[config.mk]
export PLATFORM = sky130hd
export DESIGN_NAME = direction_conditioner
export DESIGN_NICKNAME = d
export VERILOG_FILES = /design/src/rtl/direction_conditioner.sv
export SDC_FILE = /design/constraint.sdc
export NUM_CORES = 1
export LEC_CHECK = 0
export BUFFER_PORTS_ARGS = -buffer_cell sky130_fd_sc_hd__buf_2
export CAP_MARGIN = 20
export CORE_ASPECT_RATIO = 1.4
export CORE_MARGIN = 4
export CORE_UTILIZATION = 62
export DETAILED_ROUTE_END_ITERATION = 12
export HOLD_SLACK_MARGIN = 0.02
export PLACE_DENSITY = 0.88
export SLEW_MARGIN = 5
export SYNTH_ARGS = -nofsm -noshare
export SYNTH_HDL_FRONTEND = slang
export SYNTH_SLANG_ARGS = --single-unit
export TNS_END_PERCENT = 100
[constraint.sdc]
create_clock -name clock -period 2.7 [get_ports clock]
set_input_delay 0.405 -clock clock [delete_from_list [all_inputs] [get_ports clock]]
set_output_delay 0.405 -clock clock [all_outputs]
set_load 0.02 [all_outputs]
[src/rtl/direction_conditioner.sv]
// Pushbutton conditioner: per-key sync + debounce feeding a shared
// press/auto-repeat FSM that emits one-hot move pulses.
module direction_conditioner #(
    parameter int DEBOUNCE_CYCLES      = 500000,
    parameter int REPEAT_DELAY_CYCLES  = 20000000,
    parameter int REPEAT_PERIOD_CYCLES = 5000000
) (
    input  logic        clock,
    input  logic        reset,
    input  logic [3:0]  keys_n,
    input  logic        enable,
    output logic [3:0]  player_direction,
    output logic        held,
    output logic [15:0] move_count
);

    localparam int CW    = $clog2(DEBOUNCE_CYCLES + 1);
    localparam int MAXRP = (REPEAT_DELAY_CYCLES > REPEAT_PERIOD_CYCLES) ?
                           REPEAT_DELAY_CYCLES : REPEAT_PERIOD_CYCLES;
    localparam int TW    = $clog2(MAXRP + 1);

    localparam logic [CW-1:0] DMAX = CW'(DEBOUNCE_CYCLES - 1);
    localparam logic [TW-1:0] RMAX = TW'(REPEAT_DELAY_CYCLES - 1);
    localparam logic [TW-1:0] PMAX = TW'(REPEAT_PERIOD_CYCLES - 1);

    localparam logic [1:0] S_IDLE   = 2'd0;
    localparam logic [1:0] S_DELAY  = 2'd1;
    localparam logic [1:0] S_REPEAT = 2'd2;
    localparam logic [1:0] S_LOCKED = 2'd3;

    logic [3:0]    r_sync1;
    logic [3:0]    r_sync2;
    logic [3:0]    r_stable;
    logic [3:0]    r_stable_d;
    logic [CW-1:0] r_cnt [4];

    logic [1:0]    r_state;
    logic [TW-1:0] r_timer;
    logic [1:0]    r_key;
    logic [3:0]    r_dir;
    logic          r_held;
    logic [15:0]   r_count;

    logic [3:0]    w_rise;
    logic          w_rise_one;
    logic [1:0]    w_rise_idx;
    logic [3:0]    w_key_mask;
    logic [3:0]    w_others;
    logic [1:0]    w_next;
    logic [TW-1:0] w_timer_next;
    logic [1:0]    w_key_next;
    logic [3:0]    w_pulse;

    // A key's stable state flips only after DMAX+1 consecutive disagreeing samples
    always_ff @(posedge clock) begin
        if (reset) begin
            r_sync1    <= '0;
            r_sync2    <= '0;
            r_stable   <= '0;
            r_stable_d <= '0;
            for (int i = 0; i < 4; i++) r_cnt[i] <= '0;
        end else begin
            r_sync1    <= ~keys_n;
            r_sync2    <= r_sync1;
            r_stable_d <= r_stable;
            for (int i = 0; i < 4; i++) begin
                if (r_sync2[i] != r_stable[i]) begin
                    if (r_cnt[i] == DMAX) begin
                        r_stable[i] <= ~r_stable[i];
                        r_cnt[i]    <= '0;
                    end else begin
                        r_cnt[i] <= r_cnt[i] + CW'(1);
                    end
                end else begin
                    r_cnt[i] <= '0;
                end
            end
        end
    end

    assign w_rise     = r_stable & ~r_stable_d;
    assign w_rise_one = (w_rise != 4'd0) && ((w_rise & (w_rise - 4'd1)) == 4'd0);
    assign w_key_mask = 4'b0001 << r_key;
    assign w_others   = r_stable & ~w_key_mask;

    always_comb begin
        w_rise_idx = 2'd0;
        for (int i = 0; i < 4; i++) begin
            if (w_rise[i]) w_rise_idx = 2'(i);
        end
    end

    always_comb begin
        w_next       = r_state;
        w_timer_next = '0;
        w_key_next   = r_key;
        w_pulse      = 4'd0;
        if (!enable) begin
            w_next = S_IDLE;
        end else begin
            unique case (r_state)
                S_IDLE: begin
                    if (w_rise != 4'd0) begin
                        if (w_rise_one && ((r_stable & ~w_rise) == 4'd0)) begin
                            w_pulse    = w_rise;
                            w_key_next = w_rise_idx;
                            w_next     = S_DELAY;
                        end else begin
                            w_next = S_LOCKED;
                        end
                    end
                end
                S_DELAY, S_REPEAT: begin
                    if (!r_stable[r_key]) begin
                        w_next = S_IDLE;
                    end else if (w_others != 4'd0) begin
                        w_next = S_LOCKED;
                    end else if (r_timer == ((r_state == S_DELAY) ? RMAX : PMAX)) begin
                        w_pulse = w_key_mask;
                        w_next  = S_REPEAT;
                    end else begin
                        w_timer_next = r_timer + TW'(1);
                    end
                end
                S_LOCKED: begin
                    if (r_stable == 4'd0) w_next = S_IDLE;
                end
                default: w_next = S_IDLE;
            endcase
        end
    end

    always_ff @(posedge clock) begin
        if (reset) begin
            r_state <= S_IDLE;
            r_timer <= '0;
            r_key   <= 2'd0;
            r_dir   <= 4'd0;
            r_held  <= 1'b0;
            r_count <= 16'd0;
        end else begin
            r_state <= w_next;
            r_timer <= w_timer_next;
            r_key   <= w_key_next;
            r_dir   <= w_pulse;
            r_held  <= (r_state == S_DELAY) || (r_state == S_REPEAT);
            if (r_dir != 4'd0) r_count <= r_count + 16'd1;
        end
    end

    assign player_direction = r_dir;
    assign held             = r_held;
    assign move_count       = r_count;

endmodule

==> key figures, run 1 <==
Global routing
  – Initial antenna violation count: 0
  – Vias in the first global route: 5520
  – Total track usage: a little under a quarter
  – Largest net degree at the start of global routing: 33
  – GRT overflow: 0
  – First-pass GRT wire length: 24540 um

Setup path
  – CP endpoint kind: register
  – Reg2reg start: r_state[0]
  – Crit path launch: r_state[0]
  – WP data arrival: 2.94 ns
  – CP Max Fanout: 13
  – Startpoint class of the critical path: register
  – Crit Path Class: reg -> reg
  – Setup slack, reg-to-reg: 0.05 ns
  – R2r endpoint: r_timer[18]
  – R2R cell count: 6
  – Worst path required time: 2.99 ns
  – CP endpoint: r_timer[18]

Synth
  – Syn Inst Count: approximately 700
  – Sequential fraction of the synthesis area: 51.26%
  – Synth top area cells: edfxtp_1 32%, dfxtp_1 19%, nor2_1 8.1%
  – Ys async rst share: 0%
  – Area share of the leading cell type in the synthesized netlist: roughly a third
  – EDFF count, synth: 76
  – Top_reg_cell synth: edfxtp_1
  – Library cells used by synthesis: 53
  – Yosys top cell by area: edfxtp_1
  – Synth warn: 0
  – Syn avg cell area: 9.859 um2
  – Post-synthesis register bit count: 142
  – Mapped Area: approximately 0.007 mm2

Final layout
  – Layout area overhead: 14.83%
  – Filler cell count: 706
  – Commonest non-fill, non-tap cells in the layout: 152 x nor2_1, 76 x edfxtp_1, 76 x conb_1
  – Final core utilization: between 70% and 80%
  – Layout Cells excl Fill: 967
  – Register area: around 0.0036 mm2
  – Antenna cells: 0
  – Layout cells sized above 1: roughly 8.6%
  – Final net count: 829
  – Multi-input logic area: 0.003557 mm2
  – Commonest non-fill, non-tap cell in the layout: nor2_1

Power
  – Leak Pwr: 2.940 nW
  – Total power: 4.563 mW
  – VDD IR-drop max: 0.4709 mV
  – Power Dens Cells: 565.4 mW/mm2

Worst hold path
  – WHS Path Cells: 2
  – Worst hold path class: in -> reg

Clocking
  – Reg clk slew, reported paths: ~0.060 ns
  – Clock sinks: roughly 140
  – CTS tree: done
  – Root Buffer: clkbuf_16
  – TritonCTS buffer count: 17
  – # resized after CTS: 0
  – Worst skew pair latency: around 0.42 ns
  – Clk buf depth: 2
  – Setup bufs post-CTS: 0
  – # hold bufs at CTS: 0
  – CTS H-tree depth: 4

Outcome
  – Outcome: finished, final reports clean

Timing
  – Minimum clock period: between 2 and 3 ns
  – Slew @ Worst Pin: 0.7413 ns
  – Final clock skew: 0.008071 ns
  – Slew headroom: between 50% and 60%
  – Period utilisation layout: 98.12%
  – Max-slew violation count: 0
  – Final Hold Vio Count: 0
  – Final hold slack: approximately 0.14 ns
  – Final setup vio count: 0
  – Max Freq: 0.3775 GHz

Detailed routing
  – Vias per cell: 5.626
  – DR vias: about 5400
  – DR iter-0 viols: 331
  – DRC viols: 0
  – Final wirelength: roughly 14000 um
  – WL/cell: 14.81 um
  – DRT Pass-1 Iters: 5
  – Post-route ant nets: 0

Floorplan
  – Die height: approximately 130 um
  – Starting Density: 64.02%
  – IO Pins: 28
  – Die X: 97.99 um
  – Placeable Area: ~0.011 mm2
  – Die Footprint: 0.01313 mm2
  – Rows: 45

Place
  – Placed cell count: 934
  – Input/output buffers: 27
  – DPL Wire Length: 9567 um
  – GP Congestion: 0.8849

Flow run
  – MaxCap Viol Count: 0
power breakdown:
group / switching, mW / total, mW / internal (mW)
Combinational: 0.0768 / 0.124 / 0.0476
Sequential: 0.0564 / 2.39 / 2.33
Clock: 0.842 / 2.05 / 1.21
area by class of cell:
class,instances,share of cell area (%)
sequential,142,44.64
multi-input combinational,605,44.07
clock buffer,24,5.844
tap,141,2.186
timing repair buffer,29,1.860
inverter,18,0.8371
clock inverter,8,0.5581
synth_stat cells (7+ instances only):
library cell    n
nor2_1        152
edfxtp_1       76
dfxtp_1        66
xor2_1         57
xnor2_1        50
nand3_1        45
nand2_1        44
nand4_1        30
inv_1          18
clkbuf_1       17
and3_1         14
nor2b_1        11
nor3_1         11
nor4_1         11
and4_1          9
ha_1            9
or3_1           9
nand2b_1        8
mux2i_1         7
how the worst min path moves through the flow:
| stage | start | slack [ns] | end |
|---|---|---|---|
| 3_5_place_dp | r_sync1[1] | 0.43 | r_sync2[1] |
| 5_1_grt | keys_n[3] | 0.14 | r_sync1[3] |
| 2_1_floorplan | r_sync1[0] | 0.41 | r_sync2[0] |
| 3_3_place_gp | r_sync1[1] | 0.42 | r_sync2[1] |
| 4_1_cts | keys_n[3] | 0.14 | r_sync1[3] |
| 6_report | keys_n[3] | 0.14 | r_sync1[3] |
state kept, by name, summed over array words and instances (netlist names):
name and flops:
r_timer 25, r_stable 4, r_cnt 76, move_count 16, r_stable_d 4, r_sync2 4
r_key 2, r_state 2, held 1, player_direction 4, r_sync1 4
metal layers:
layer | routed length (um) | track usage [%]
met1 | 5671 | 24.60
met2 | 7549 | 41.67
met3 | 708 | 5.099
met4 | 395 | 10.70
met5 | 0 | 0
cells by family (layout without fill, tap and decap cells):
| group | count (synthesis) | count (layout) | synth area share, % |
|---|---|---|---|
| adder cells (fa/ha/maj) | 9 | 9 | 1.602 |
| flip-flops | 142 | 142 | 51.26 |
| buffers and inverters | 42 | 79 | 2.474 |
| other | 1 | 76 | 0.05335 |
| XOR/XNOR | 107 | 107 | 13.33 |
| multiplexers | 10 | 10 | 1.638 |
| AO/OA/AOI/OAI | 27 | 27 | 2.955 |
| AND/OR/NAND/NOR | 375 | 376 | 26.68 |
critical path, cell delays in order, from the launching register on:
cell and delay (ns):
dfxtp_1 0.40, ha_2 0.26, or4b_1 0.46, or4_4 0.53
a2111oi_4 0.46, nand3b_4 0.33, nor2_1 0.09
metrics by stage:
step                setup WS, ns  area, um2  setup TNS, ns
global route            -0.01081       8071       -0.04930
global placement          0.2114       7531              0
CTS                      0.01346       8048              0
detailed placement       0.08975       7531              0
finish                   0.05067       8071              0
floorplan                 0.3503       7311              0
(Power assumes the default switching activity.)
==> run 2: changes to the inputs <==
Settings changed: CORE_UTILIZATION 62 to 60, CTS_BUF_LIST set to sky130_fd_sc_hd__clkbuf_8, PLACE_DENSITY 0.88 to 0.86.
==> run 2 against run 1 <==
  * Non-clock buffer count unchanged
  * Global-route usage down 1.8 points
  * Critical path depth grew 1
  * Die area up 3.1%
  * Power shrank 11%
  * Sequential power about the same
  * Clock-buffer cell count shrank 3
  * Via count decreased by 2.2%
  * Wire length decreased by 7.1%
  * Critical path type unchanged
==> key figures, run 2 (synthesis gave the netlist of run 1 again) <==
Floorplan
  – Die height: 136.1 um
  – Rows: 46
  – Placeable Area: 0.01140 mm2
  – Die X: 99.48 um
  – Die Footprint: 0.01354 mm2
  – IO Pins: 28
  – Starting Density: about 62%

Detailed routing
  – Vias per cell: 5.486
  – Post-route ant nets: 0
  – DR vias: about 5300
  – DRC viols: 0
  – DR iter-0 viols: 201
  – DRT Pass-1 Iters: 5
  – WL/cell: 13.72 um
  – Final wirelength: between 10000 and 15000 um

Worst hold path
  – WHS Path Cells: 2
  – Worst hold path class: in -> reg
  – Hold_sp: keys_n[3]
  – Endpoint, Worst Hold: r_sync1[3]

Place
  – Placed Area: around 0.0075 mm2
  – DPL Wire Length: roughly 9500 um
  – Input/output buffers: 27
  – Worst slack at placement: between 0.1 and 0.15 ns
  – Placed cell count: 937
  – GP Congestion: 0.8432

Global routing
  – Total track usage: between 20% and 30%
  – Initial antenna violation count: 0
  – GRT overflow: 0
  – Vias in the first global route: 5332
  – Largest net degree at the start of global routing: 26
  – First-pass GRT wire length: 23150 um

Final layout
  – Filler cell count: 813
  – Commonest non-fill, non-tap cell in the layout: nor2_1
  – Antenna cells: 0
  – Multi-input logic area: 0.003553 mm2
  – Design area: a little under 0.008 mm2
  – Final net count: about 830
  – Commonest non-fill, non-tap cells in the layout: 152 x nor2_1, 76 x edfxtp_1, 76 x conb_1
  – Layout area overhead: 12.66%
  – Register area: approximately 0.0036 mm2
  – Layout Cells excl Fill: 970
  – Layout cells sized above 1: 8.596%
  – Largest reg by FF count: r_cnt
  – Largest register FFs: 76

Timing
  – Final clock skew: 0.01166 ns
  – Period utilisation layout: 94.65%
  – Final setup TNS: 0 ns
  – Slew @ Worst Pin: 0.7089 ns
  – Final Hold Vio Count: 0
  – Minimum clock period: 2.555 ns
  – Slew headroom: 52.31%
  – Final setup vio count: 0
  – Max Freq: 0.3913 GHz
  – Max-slew violation count: 0
  – RSZ-0062 raised after global routing: false
  – Worst setup margin: 0.1445 ns

Setup path
  – Setup slack, reg-to-reg: 0.14 ns
  – CP endpoint kind: register
  – CP Max Fanout: 13
  – Startpoint class of the critical path: register
  – Crit Path Class: reg -> reg
  – WP data arrival: 2.88 ns
  – Reg2reg start: r_state[1]
  – R2R cell count: 7
  – R2r endpoint: r_timer[9]
  – Worst path required time: 3.02 ns

Clocking
  – TritonCTS buffer count: 17
  – Setup bufs post-CTS: 0
  – Worst skew pair latency: 0.44 ns
  – Clock sinks: roughly 140
  – Root Buffer: clkbuf_8
  – Clk buf depth: 2
  – CTS tree: done
  – Reg clk slew, reported paths: 0.07 ns
  – CTS H-tree depth: 4

Flow run
  – MaxCap Viol Count: 0

Power
  – Total power: ~4.0 mW
  – Power Dens Cells: 510.8 mW/mm2
  – VDD IR-drop max: roughly 0.27 mV
  – Leak Pwr: slightly below 3 nW

Outcome
  – Outcome: finished, final reports clean
run 2: how the worst max path moves through the flow:
stage               start          end  slack, ns  depth (start not counted)
2_1_floorplan  r_state[1]  r_timer[10]       0.35                          8
3_3_place_gp   r_state[1]   r_timer[5]       0.20                          7
3_5_place_dp   r_state[0]   r_timer[9]       0.12                          6
4_1_cts        r_state[1]   r_timer[9]       0.10                          7
5_1_grt        r_state[1]   r_timer[9]      0.003                          7
6_report       r_state[1]   r_timer[9]       0.14                          7
run 2: worst max-delay path, cell delays in order (launching register included):
cell       delay (ns)
dfxtp_1          0.33
inv_1            0.08
ha_1             0.24
or4b_1           0.46
or4_4            0.51
a2111oi_4        0.42
nand3b_4         0.31
nor2_1           0.08
run 2: report_power, final:
group          internal, mW  total, mW  switching (mW)  leakage (nW)
registers              2.33       2.38          0.0553          1.32
clock network         0.803       1.54           0.739         0.212
logic                0.0476      0.121          0.0735          1.37
total                  3.18       4.05           0.867          2.90
run 2: repair_timing:
item	CTS	global route
hold buffers	0	0
setup endpoints to repair	0	25
endpoints found under the hold margin	0	0
gates resized for setup	0	1
run 2: layout make-up:
cell class,count,area share (%)
Timing Repair Buffer,29,1.896
Clock inverter,11,0.9480
Sequential cell,142,45.50
Inverter,18,0.8532
Clock buffer,21,3.650
Multi-Input combinational cell,605,44.87
Tap cell,144,2.275
run 2: through the flow:
stage / hold slack, ns / utilization [%]
2_1_floorplan: 0.4138 / -
3_3_place_gp: 0.4235 / 66.12
3_5_place_dp: 0.4367 / 66.12
4_1_cts: 0.08982 / 69.31
5_1_grt: 0.1000 / 69.49
6_report: 0.1070 / 69.49
run 2: layer usage:
metal | global-route usage (%) | vias to the layer above | share of wire (%)
met2 | 38.08 | 145 | 53
met3 | 4.671 | 34 | 4.7
met5 | 0 | - | 0
met1 | 23.50 | 2526 | 40
met4 | 8.656 | 0 | 2.1
li1 | - | 2616 | -
